**src/rtl/reset_seq_pkg.sv**
```systemverilog
// Shared encodings for the reset sequencer: FSM states, reset cause codes and a sizing helper.
package reset_seq_pkg;

  typedef enum logic [1:0] {
    StHold   = 2'd0,
    StStep   = 2'd1,
    StRun    = 2'd2,
    StSwHold = 2'd3
  } state_e;

  localparam logic [1:0] CAUSE_EXT = 2'd0;
  localparam logic [1:0] CAUSE_PG  = 2'd1;
  localparam logic [1:0] CAUSE_SW  = 2'd2;

  function automatic int unsigned max3(input int unsigned a, input int unsigned b,
                                       input int unsigned c);
    int unsigned m;
    m = (a > b) ? a : b;
    return (m > c) ? m : c;
  endfunction

endpackage

```
**src/rtl/rst_sync_bit.sv**
```systemverilog
// Single-bit synchronizer: a STAGES-deep flop chain cleared asynchronously by rst_n.
module rst_sync_bit #(
  parameter int unsigned STAGES = 2
) (
  input  logic clk,
  input  logic rst_n,
  input  logic i_d,
  output logic o_q
);

  logic [STAGES-1:0] r_sync;

  always_ff @(posedge clk or negedge rst_n) begin
    if (!rst_n) begin
      r_sync <= '0;
    end else begin
      r_sync <= {r_sync[STAGES-2:0], i_d};
    end
  end

  assign o_q = r_sync[STAGES-1];

endmodule

```
**src/rtl/reset_seq.sv**
```systemverilog
// Reset sequencer: qualifies the supervisor reset with power-good and releases NRST domain
// resets in staggered order; re-enters reset on pg loss or a software request.
module reset_seq
  import reset_seq_pkg::*;
#(
  parameter int unsigned NRST        = 4,
  parameter int unsigned T_HOLD      = 16,
  parameter int unsigned T_STEP      = 8,
  parameter int unsigned T_SW        = 32,
  parameter int unsigned SYNC_STAGES = 2
) (
  input  logic            clk,
  input  logic            rst_n,
  input  logic            pg,
  input  logic            sw_req,
  output logic [NRST-1:0] rst_out_n,
  output logic            done,
  output logic [1:0]      cause
);

  localparam int unsigned CW = $clog2(max3(T_HOLD, T_STEP, T_SW)) + 1;
  localparam int unsigned IW = (NRST > 1) ? $clog2(NRST) + 1 : 1;

  logic w_pg_s;
  logic w_sw_s;
  logic w_sw_rise;

  state_e          r_state, w_state_nxt;
  logic [CW-1:0]   r_cnt, w_cnt_nxt;
  logic [IW-1:0]   r_idx, w_idx_nxt;
  logic [NRST-1:0] r_rst_out, w_rst_out_nxt;
  logic            r_done, w_done_nxt;
  logic [1:0]      r_cause, w_cause_nxt;
  logic            r_sw_d;

  rst_sync_bit #(
    .STAGES (SYNC_STAGES)
  ) u_sync_pg (
    .clk   (clk),
    .rst_n (rst_n),
    .i_d   (pg),
    .o_q   (w_pg_s)
  );

  rst_sync_bit #(
    .STAGES (SYNC_STAGES)
  ) u_sync_sw (
    .clk   (clk),
    .rst_n (rst_n),
    .i_d   (sw_req),
    .o_q   (w_sw_s)
  );

  assign w_sw_rise = w_sw_s & ~r_sw_d;

  always_comb begin
    w_state_nxt   = r_state;
    w_cnt_nxt     = r_cnt;
    w_idx_nxt     = r_idx;
    w_rst_out_nxt = r_rst_out;
    w_done_nxt    = r_done;
    w_cause_nxt   = r_cause;

    unique case (r_state)
      StHold: begin
        if (!w_pg_s) begin
          w_cnt_nxt = '0;
        end else if (r_cnt == CW'(T_HOLD - 1)) begin
          w_rst_out_nxt[0] = 1'b1;
          w_cnt_nxt        = '0;
          w_idx_nxt        = IW'(1);
          w_state_nxt      = (NRST == 1) ? StRun : StStep;
        end else begin
          w_cnt_nxt = r_cnt + CW'(1);
        end
      end
      StStep: begin
        if (!w_pg_s) begin
          w_rst_out_nxt = '0;
          w_done_nxt    = 1'b0;
          w_cause_nxt   = CAUSE_PG;
          w_state_nxt   = StHold;
          w_cnt_nxt     = '0;
          w_idx_nxt     = '0;
        end else if (r_cnt == CW'(T_STEP - 1)) begin
          w_rst_out_nxt[r_idx] = 1'b1;
          w_cnt_nxt            = '0;
          if (r_idx == IW'(NRST - 1)) begin
            w_state_nxt = StRun;
          end else begin
            w_idx_nxt = r_idx + IW'(1);
          end
        end else begin
          w_cnt_nxt = r_cnt + CW'(1);
        end
      end
      StRun: begin
        w_done_nxt = 1'b1;
        // pg loss takes priority over a coincident software request
        if (!w_pg_s) begin
          w_rst_out_nxt = '0;
          w_done_nxt    = 1'b0;
          w_cause_nxt   = CAUSE_PG;
          w_state_nxt   = StHold;
          w_cnt_nxt     = '0;
          w_idx_nxt     = '0;
        end else if (w_sw_rise) begin
          w_rst_out_nxt = '0;
          w_done_nxt    = 1'b0;
          w_cause_nxt   = CAUSE_SW;
          w_state_nxt   = StSwHold;
          w_cnt_nxt     = '0;
        end
      end
      StSwHold: begin
        if (r_cnt == CW'(T_SW - 1)) begin
          w_state_nxt = StHold;
          w_cnt_nxt   = '0;
          w_idx_nxt   = '0;
        end else begin
          w_cnt_nxt = r_cnt + CW'(1);
        end
      end
      default: begin
        w_state_nxt = StHold;
      end
    endcase
  end

  always_ff @(posedge clk or negedge rst_n) begin
    if (!rst_n) begin
      r_state   <= StHold;
      r_cnt     <= '0;
      r_idx     <= '0;
      r_rst_out <= '0;
      r_done    <= 1'b0;
      r_cause   <= CAUSE_EXT;
      r_sw_d    <= 1'b0;
    end else begin
      r_state   <= w_state_nxt;
      r_cnt     <= w_cnt_nxt;
      r_idx     <= w_idx_nxt;
      r_rst_out <= w_rst_out_nxt;
      r_done    <= w_done_nxt;
      r_cause   <= w_cause_nxt;
      r_sw_d    <= w_sw_s;
    end
  end

  assign rst_out_n = r_rst_out;
  assign done      = r_done;
  assign cause     = r_cause;

endmodule

```
**config.mk**
```make
export PLATFORM = sky130hd
export DESIGN_NAME = reset_seq
export DESIGN_NICKNAME = d
export VERILOG_FILES = /design/src/rtl/reset_seq_pkg.sv /design/src/rtl/rst_sync_bit.sv /design/src/rtl/reset_seq.sv
export SDC_FILE = /design/constraint.sdc
export NUM_CORES = 1
export LEC_CHECK = 0
export ABC_AREA = 1
export CAP_MARGIN = 25
export CORE_MARGIN = 3
export CORE_UTILIZATION = 56
export DETAILED_ROUTE_END_ITERATION = 6
export MAX_ROUTING_LAYER = met4
export PLACE_DENSITY = 0.87
export REMOVE_ABC_BUFFERS = 1
export SYNTH_ARGS = -nofsm -noshare
export SYNTH_HDL_FRONTEND = slang
export SYNTH_HIERARCHICAL = 1
export SYNTH_SLANG_ARGS = --single-unit
```
**constraint.sdc**
```tcl
create_clock -name clk -period 2.3 [get_ports clk]
set_clock_uncertainty 0.2 [all_clocks]
set_input_delay 0.575 -clock clk [delete_from_list [all_inputs] [get_ports clk]]
set_output_delay 0.575 -clock clk [all_outputs]
set_load 0.02 [all_outputs]
```
# Yosys cells after proc, flatten, opt, wreduce, memory -nomap -nowiden
# Index checks and enable logic that the tools add are counted.
# Widths: inputs -> output; s select.
classes:
  n_addsub: 2
  magnitude_cmp: 2
  n_eq_ne: 16
  muxes: 43
  n_bitwise: 3
  n_reduce_logical: 10
op_table:
  columns: ["cell", "n"]
  rows:
  - ["$mux 6", 7]
  - ["$pmux 6 s4", 1]
  - ["$mux 2", 11]
  - ["$mux 3", 7]
  - ["$mux 4", 4]
  - ["$ne 3x3->1 const B", 4]
  - ["$pmux 3 s4", 1]
  - ["$reduce_and 6->1", 2]
  - ["$ne 2x2->1 const B", 4]
  - ["$pmux 2 s4", 1]
  - ["$add 6x1->6 const B", 1]
  - ["$eq 6x3->1 const B", 1]
  - ["$eq 6x4->1 const B", 1]
  - ["$eq 6x5->1 const B", 1]
  - ["$mux 1", 6]
  - ["$pmux 3 s2", 1]
  - ["$reduce_and 3->1", 2]
  - ["$reduce_and 5->1", 1]
  - ["$eq 2x2->1 const B", 2]
  - ["$or 4x4->4", 1]
  - ["$pmux 2 s2", 1]
  - ["$add 3x1->3 const B", 1]
  - ["$eq 3x2->1 const B", 1]
  - ["$ge 3x1->1 const B", 1]
  - ["13 further kinds", 13]
totals:
  reg_bits: 23
  in_bits: 4
  output_inout_bits: 7
  word_cells: 86

# Longest topological paths before layout
# Gate-level depths: netlist of the first run.
depth:
  word_depth: 8
  mapped_depth: 10
  depth_no_buf: 10

# Hierarchy
# The synthesis of the first run kept the hierarchy.
modules_own_cells:
  columns: ["mod", "instances", "cells_each", "area_each_um2"]
  rows:
  - ["reset_seq", 1, 161, 1232.4]
  - ["rst_sync_bit", 2, 2, 50.0]

# Worst setup path before layout of the first run
# Ideal clock, no wire load.
synth_timing:
  path_type: "flip-flop to flip-flop"
  start: "register r_state[0]"
  end: "register r_state[0]"
  setup_ns: 0.120
  arrival_time_ns: 1.304
  required_time_ns: 1.980
  slack_ns: 0.675
  path_stages_with_launch: 10
  path_cell_list: "dfrtp_1 -> inv_1 -> ha_1 -> nand2_2 -> inv_2 -> nand2_2 -> buf_4 -> nand3_2 -> o21ai_1 -> nand2_1"
synth_between:
  elab_chain_len: 3
  elab_cells_between_ends: 12
synth_rtl:
  columns: ["element", "line", "text"]
  rows:
  - ["from (decl)", "reset_seq.sv:28", "state_e r_state, w_state_nxt;"]
  - ["from (signal assigned)", "reset_seq.sv:132", "r_state <= StHold;"]
  - ["from (signal assigned)", "reset_seq.sv:140", "r_state <= w_state_nxt;"]
  - ["$eq 2x1->1 (tied with other cells)", "reset_seq.sv:64", "unique case (r_state)"]
  - ["$ne 3x3->1 (no source line) (tied with other cells)", null, null]
  - ["$reduce_and 6->1 (no source line)", null, null]
# Several ways; a longest one is shown, not always the timed one.
# A chain may end at the register's enable or synchronous reset.

# Final worst setup path of the first run
layout_timing:
  start: "register r_rst_out[0], in the netlist rst_out_n[0]"
  end: "output rst_out_n[0]"
layout_lines:
  columns: ["element", "line", "text"]
  rows:
  - ["from (decl)", "reset_seq.sv:31", "logic [NRST-1:0] r_rst_out, w_rst_out_nxt;"]
  - ["from (signal assigned)", "reset_seq.sv:143", "r_rst_out <= w_rst_out_nxt;"]
  - ["to (decl)", "reset_seq.sv:16", "output logic [NRST-1:0] rst_out_n,"]
# No word-level cell between the ends.

==> flow_metrics.tcl, run 1 <==
set metrics [dict create \
    synthArstFlopShare_pct 100 \
    grt_pass1_vias 1142 \
    synth-seq-cells 23 \
    hp-start "u_sync_pg/r_sync[0]" \
    critical_path_class "reg -> out" \
    fp.dieH_um 54.8 \
    comb_power_share_pct 53.8 \
    core_um2 2230 \
    row_count 17 \
    fin_nets 194 \
    r2r_slack_ns 0.22 \
    setup.worst_path.end_class "primary output" \
    drt_iter0_drc 49 \
    fin_crit_ns 2.10 \
    grt_pass1_wl_mm 4.93 \
    diodes 0 \
    totalWireLength_mm 2.75 \
    crit_start "rst_out_n[0]" \
    critPathArrivalTime_ns 1.33 \
    peakVddDrop_uv 799 \
    ys.warnings.count 6 \
    cp.buffers_inverters 1 \
    crit_family "buffers and inverters" \
    clock_path_buffers 2 \
    cts_num_sinks 23 \
    io_pins 11 \
    startpoint_type "register" \
    run_status "finished, final reports clean" \
    critPathMaxStageDelay_ns 0.62 \
    hold_violations 0 \
    relSlewSlack_pct 74.5 \
    path_clk_slew_ns 0.12 \
    dr.pass1.iters 4 \
    gp_congestion 0.912 \
    grt_overflow 0 \
    fill_cells 173 \
    switching_share_pct 46.0 \
    cp_slowest_cell "clkdlybuf4s50_1" \
    grt_max_degree 24 \
    layout_commonest_cell "nand2_1" \
    final_cell_mix "44 x nand2_1, 23 x dfrtp_1, 18 x inv_1" \
    worstHoldPathType "reg -> reg" \
    cts_hold_buf 0 \
    timing.final.max_slew_violations 0 \
    port_buffers 10 \
    max_cap_violations 0 \
    pwr-share-clk_pct 11.1 \
    power.switching_w 0.000765 \
    power_leakage_nw 0.752 \
    p_seq_share_pct 35.1 \
    initial_core_util_pct 59.7 \
    dp_hpwl_mm 2.13 \
    layout.cells.non_filler 206 \
    area.growth.synth_to_final_pct 11.3 \
    cts_resized 0 \
    vias_per_cell 5.57 \
    cts_tree "yes" \
    tns_ns 0 \
    ys.flop_type "dfrtp_1" \
    fin_crit_sh_pct 91.5 \
    post_cts_buffers 0 \
    ys_types 28 \
    drive_gt1_share_pct 11.2 \
    max_freq_mhz 475 \
    die_w_um 54.8 \
    internal_power_w 0.000899 \
    numCtsBuffers 3 \
    drc_errors 0 \
    grt_antenna_before_repair 0 \
    avgSynthCellArea_um2 8.08 \
    cts_root_buffer "clkbuf_4" \
    clk-insertion-delay-late_ns 0.31 \
    synth_edf_count 0 \
    final_antenna_net_count 0 \
    synthCells 165 \
    path_max_fanout 3 \
    power.density_nw_per_um2 1120 \
    timing.rr.start "r_state[1]" \
    syn_area_um2 1330 \
    worst_pin_slew_ns 0.381 \
    setup_viol 0 \
    vias 1147 \
    h-tree-depth 1 \
    rsz0062_at_grt "false" \
    ys_seq_area_share_pct 43.2 \
    wl_per_cell_um 13.3 \
    grtUsageTotal_pct 23.5 \
    dp_cells 202 \
    crit_chain "clkdlybuf4s50_1" \
    worstPathRequired_ns 1.52 \
    die-area_um2 3000 \
]
==> synth_stat cells (2+ instances only) <==
library cell / number / area, µm²
a21oi_1: 11 / 55.1
dfrtp_1: 23 / 576
ha_1: 11 / 138
inv_1: 18 / 67.6
inv_2: 3 / 11.3
nand2_1: 44 / 165
nand2_2: 5 / 31.3
nand3_1: 8 / 40.0
nand3_2: 2 / 20.0
nor2_1: 11 / 41.3
nor2_2: 2 / 12.5
nor3_1: 3 / 15.0
o21a_1: 2 / 15.0
o21ai_0: 4 / 20.0
o21ai_1: 5 / 25.0
==> routing by layer <==
metal	GRT usage [%]	vias to the layer above	routed length, µm
met2	38.0	52	1370
met4	11.2	0	66
met5	-	-	0
met3	4.36	9	173
met1	28.0	536	1140
li1	-	550	-
==> worst paths after layout <==
kind                                        to  cells after the start
setup / recovery                  rst_out_n[0]                      1
max in group asynchronous           r_state[0]                      2
min in group asynchronous             r_cnt[5]                      2
setup reg to reg                      r_idx[0]                     10
hold reg to reg            u_sync_pg/r_sync[1]                      0
hold / removal             u_sync_pg/r_sync[1]                      0
==> power groups by stage <==
stage / logic, W / registers (W) / clock network, W
floorplan: 0.000593 / 0.000617 / 0
global placement: 0.000830 / 0.000580 / 0
detailed placement: 0.000886 / 0.000589 / 0
CTS: 0.000891 / 0.000581 / 0.000193
global route: 0.00101 / 0.000597 / 0.000213
finish: 0.000895 / 0.000584 / 0.000185
==> cells by family (layout without fill, tap and decap cells) <==
logic type,Yosys count,in the layout,synth area share (%)
AO/OA/AOI/OAI,28,28,12.4
XOR/XNOR,1,1,0.657
AND/OR/NAND/NOR,77,77,25.4
adder cells (fa/ha/maj),11,11,10.3
flip-flops,23,23,43.2
buffers and inverters,25,38,7.98
==> final cells by class <==
cell class,instances,area [µm²],share of cell area [%]
Sequential cell,23,576,38.8
Multi-Input combinational cell,117,651,43.9
Inverter,23,87.6,5.91
Clock buffer,4,26.3,1.77
Timing Repair Buffer,11,108,7.26
Tap cell,28,35.0,2.36
==> state kept, by name, summed over array words and instances, names as in the netlist <==
signal,cells
u_sync_pg/r_sync,2
done,1
u_sync_sw/r_sync,2
r_state,2
cause,2
r_sw_d,1
rst_out_n,4
r_idx,3
r_cnt,6
==> through the flow <==
step	total power [W]	setup WS, ns	utilization (%)	area (µm²)	hold slack (ns)
floorplan	0.00121	0.589	-	1310	0.0794
global placement	0.00141	0.420	65.2	1460	0.134
detailed placement	0.00148	0.282	65.2	1460	0.138
CTS	0.00167	0.188	66.4	1480	0.166
global route	0.00182	0.0633	66.4	1480	0.169
finish	0.00166	0.196	66.4	1480	0.162
Power figures use the tool's default switching activity.
==> run 2, diff against run 1 <==
Settings changed: PLACE_DENSITY 0.87 to 0.77.
==> flow_metrics.tcl, run 2 (synthesized netlist as in run 1, its figures left out) <==
set metrics [dict create \
    grtUsageMet3_pct 3.27 \
    fin_crit_ns 2.10 \
    gr-usage-met1_pct 25.6 \
    grt_overflow 0 \
    die-area_um2 3000 \
    path_max_fanout 3 \
    critPathMaxStageDelay_ns 0.61 \
    use_met2_pct 31.9 \
    fin_nets 194 \
    largest_reg_flops 6 \
    crit_start "rst_out_n[1]" \
    crit_cells 1 \
    timing.rr.end "r_idx[0]" \
    drive_gt1_share_pct 11.2 \
    wl_per_cell_um 12.0 \
    clock_path_buffers 2 \
    hold_violations 0 \
    cts_tree "yes" \
    reg2reg_depth 10 \
    rsz0062_at_grt "false" \
    worstHoldPathType "reg -> reg" \
    power_leakage_nw 0.752 \
    cts_hold_buf 0 \
    dp_slack_ns 0.303 \
    r2r_slack_ns 0.29 \
    tns_ns 0 \
    cts_num_sinks 23 \
    critical_path_class "reg -> out" \
    grt_pass1_vias 1025 \
    grt_max_degree 24 \
    port_buffers 10 \
    setup_viol 0 \
    startpoint_type "register" \
    vias 1078 \
    die_w_um 54.8 \
    fp.dieH_um 54.8 \
    cp_slowest_cell "clkdlybuf4s50_1" \
    setup.worst_path.end_class "primary output" \
    fill_cells 192 \
    max_cap_violations 0 \
    timing.rr.start "r_state[1]" \
    worstPathRequired_ns 1.52 \
    totalWireLength_mm 2.48 \
    max_flop_register "r_cnt" \
    diodes 0 \
    crit_chain "clkdlybuf4s50_1" \
    power.density_nw_per_um2 1100 \
    regArea_um2 576 \
    peakVddDrop_uv 685 \
    grt-busiest-layer "met2" \
    multi_input_area_um2 651 \
    area.growth.synth_to_final_pct 11.3 \
    drt_iter0_drc 50 \
    grt_pass1_wl_mm 4.16 \
    crit_family "buffers and inverters" \
    initial_core_util_pct 59.7 \
    critPathArrivalTime_ns 1.32 \
    vias_per_cell 5.23 \
    timing.final.max_slew_violations 0 \
    gp_congestion 0.875 \
    post_cts_buffers 0 \
    relSlewSlack_pct 74.6 \
    io_pins 11 \
    cts_resized 0 \
    fin_crit_sh_pct 91.3 \
    setup_ws_ns 0.201 \
    core_um2 2230 \
    drc_errors 0 \
    crit_end "rst_out_n[1]" \
    row_count 17 \
    final_cell_mix "44 x nand2_1, 23 x dfrtp_1, 18 x inv_1" \
    run_status "finished, final reports clean" \
    worst_pin_slew_ns 0.380 \
    path_clk_slew_ns 0.12 \
    numCtsBuffers 3 \
    grt_antenna_before_repair 0 \
    dp_hpwl_mm 1.95 \
    cts_root_buffer "clkbuf_4" \
    cp.buffers_inverters 1 \
    clk-insertion-delay-late_ns 0.31 \
    dr.pass1.iters 4 \
    h-tree-depth 1 \
    final_antenna_net_count 0 \
    max_freq_mhz 476 \
    layout_commonest_cell "nand2_1" \
    grtUsageTotal_pct 19.8 \
]
[run 2: cell counts in the layout (fill, tap and decap cells not counted)]
No cell type changed its count.
[run 2: layer usage]
layer  share of wire [%]  wire (µm)  vias up
met4                 1.0         26        0
met3                 3.8         95        4
met5                   0          0        -
li1                    -          -      553
met1                  48       1190      495
met2                  47       1170       26
[run 2: through the flow]
step / std cells / hold WS, ns / utilization [%] / instance area, µm² / total power [W]
after floorplan: 163 / 0.0794 / - / 1310 / 0.00121
after global placement: 202 / 0.136 / 65.2 / 1460 / 0.00143
after detailed placement: 202 / 0.137 / 65.2 / 1460 / 0.00145
after CTS: 206 / 0.166 / 66.4 / 1480 / 0.00164
after global routing: 206 / 0.185 / 66.4 / 1480 / 0.00178
final: 206 / 0.162 / 66.4 / 1480 / 0.00163
[run 2: layout make-up]
type | count | share of cell area [%]
repair buffers | 11 | 7.26
flip-flops and latches | 23 | 38.8
inverters | 23 | 5.91
clock buffers | 4 | 1.77
well taps | 28 | 2.36
multi-input cells | 117 | 43.9
[run 2: worst min-delay path by stage]
stage | start | endpoint | slack [ns] | cells after the start
6_report | u_sync_sw/r_sync[0] | u_sync_sw/r_sync[1] | 0.16 | 0
3_5_place_dp | u_sync_sw/r_sync[0] | u_sync_sw/r_sync[1] | 0.14 | 0
2_1_floorplan | rst_n | cause[0] | 0.08 | 0
4_1_cts | u_sync_sw/r_sync[0] | u_sync_sw/r_sync[1] | 0.17 | 0
3_3_place_gp | u_sync_sw/r_sync[0] | u_sync_sw/r_sync[1] | 0.14 | 0
5_1_grt | u_sync_pg/r_sync[0] | u_sync_pg/r_sync[1] | 0.18 | 0
[run 2: power breakdown]
part / internal [W] / total [W] / switching [W]
Combinational: 0.000332 / 0.000864 / 0.000532
Clock: 0.0000677 / 0.000184 / 0.000117
Sequential: 0.000498 / 0.000581 / 0.0000824
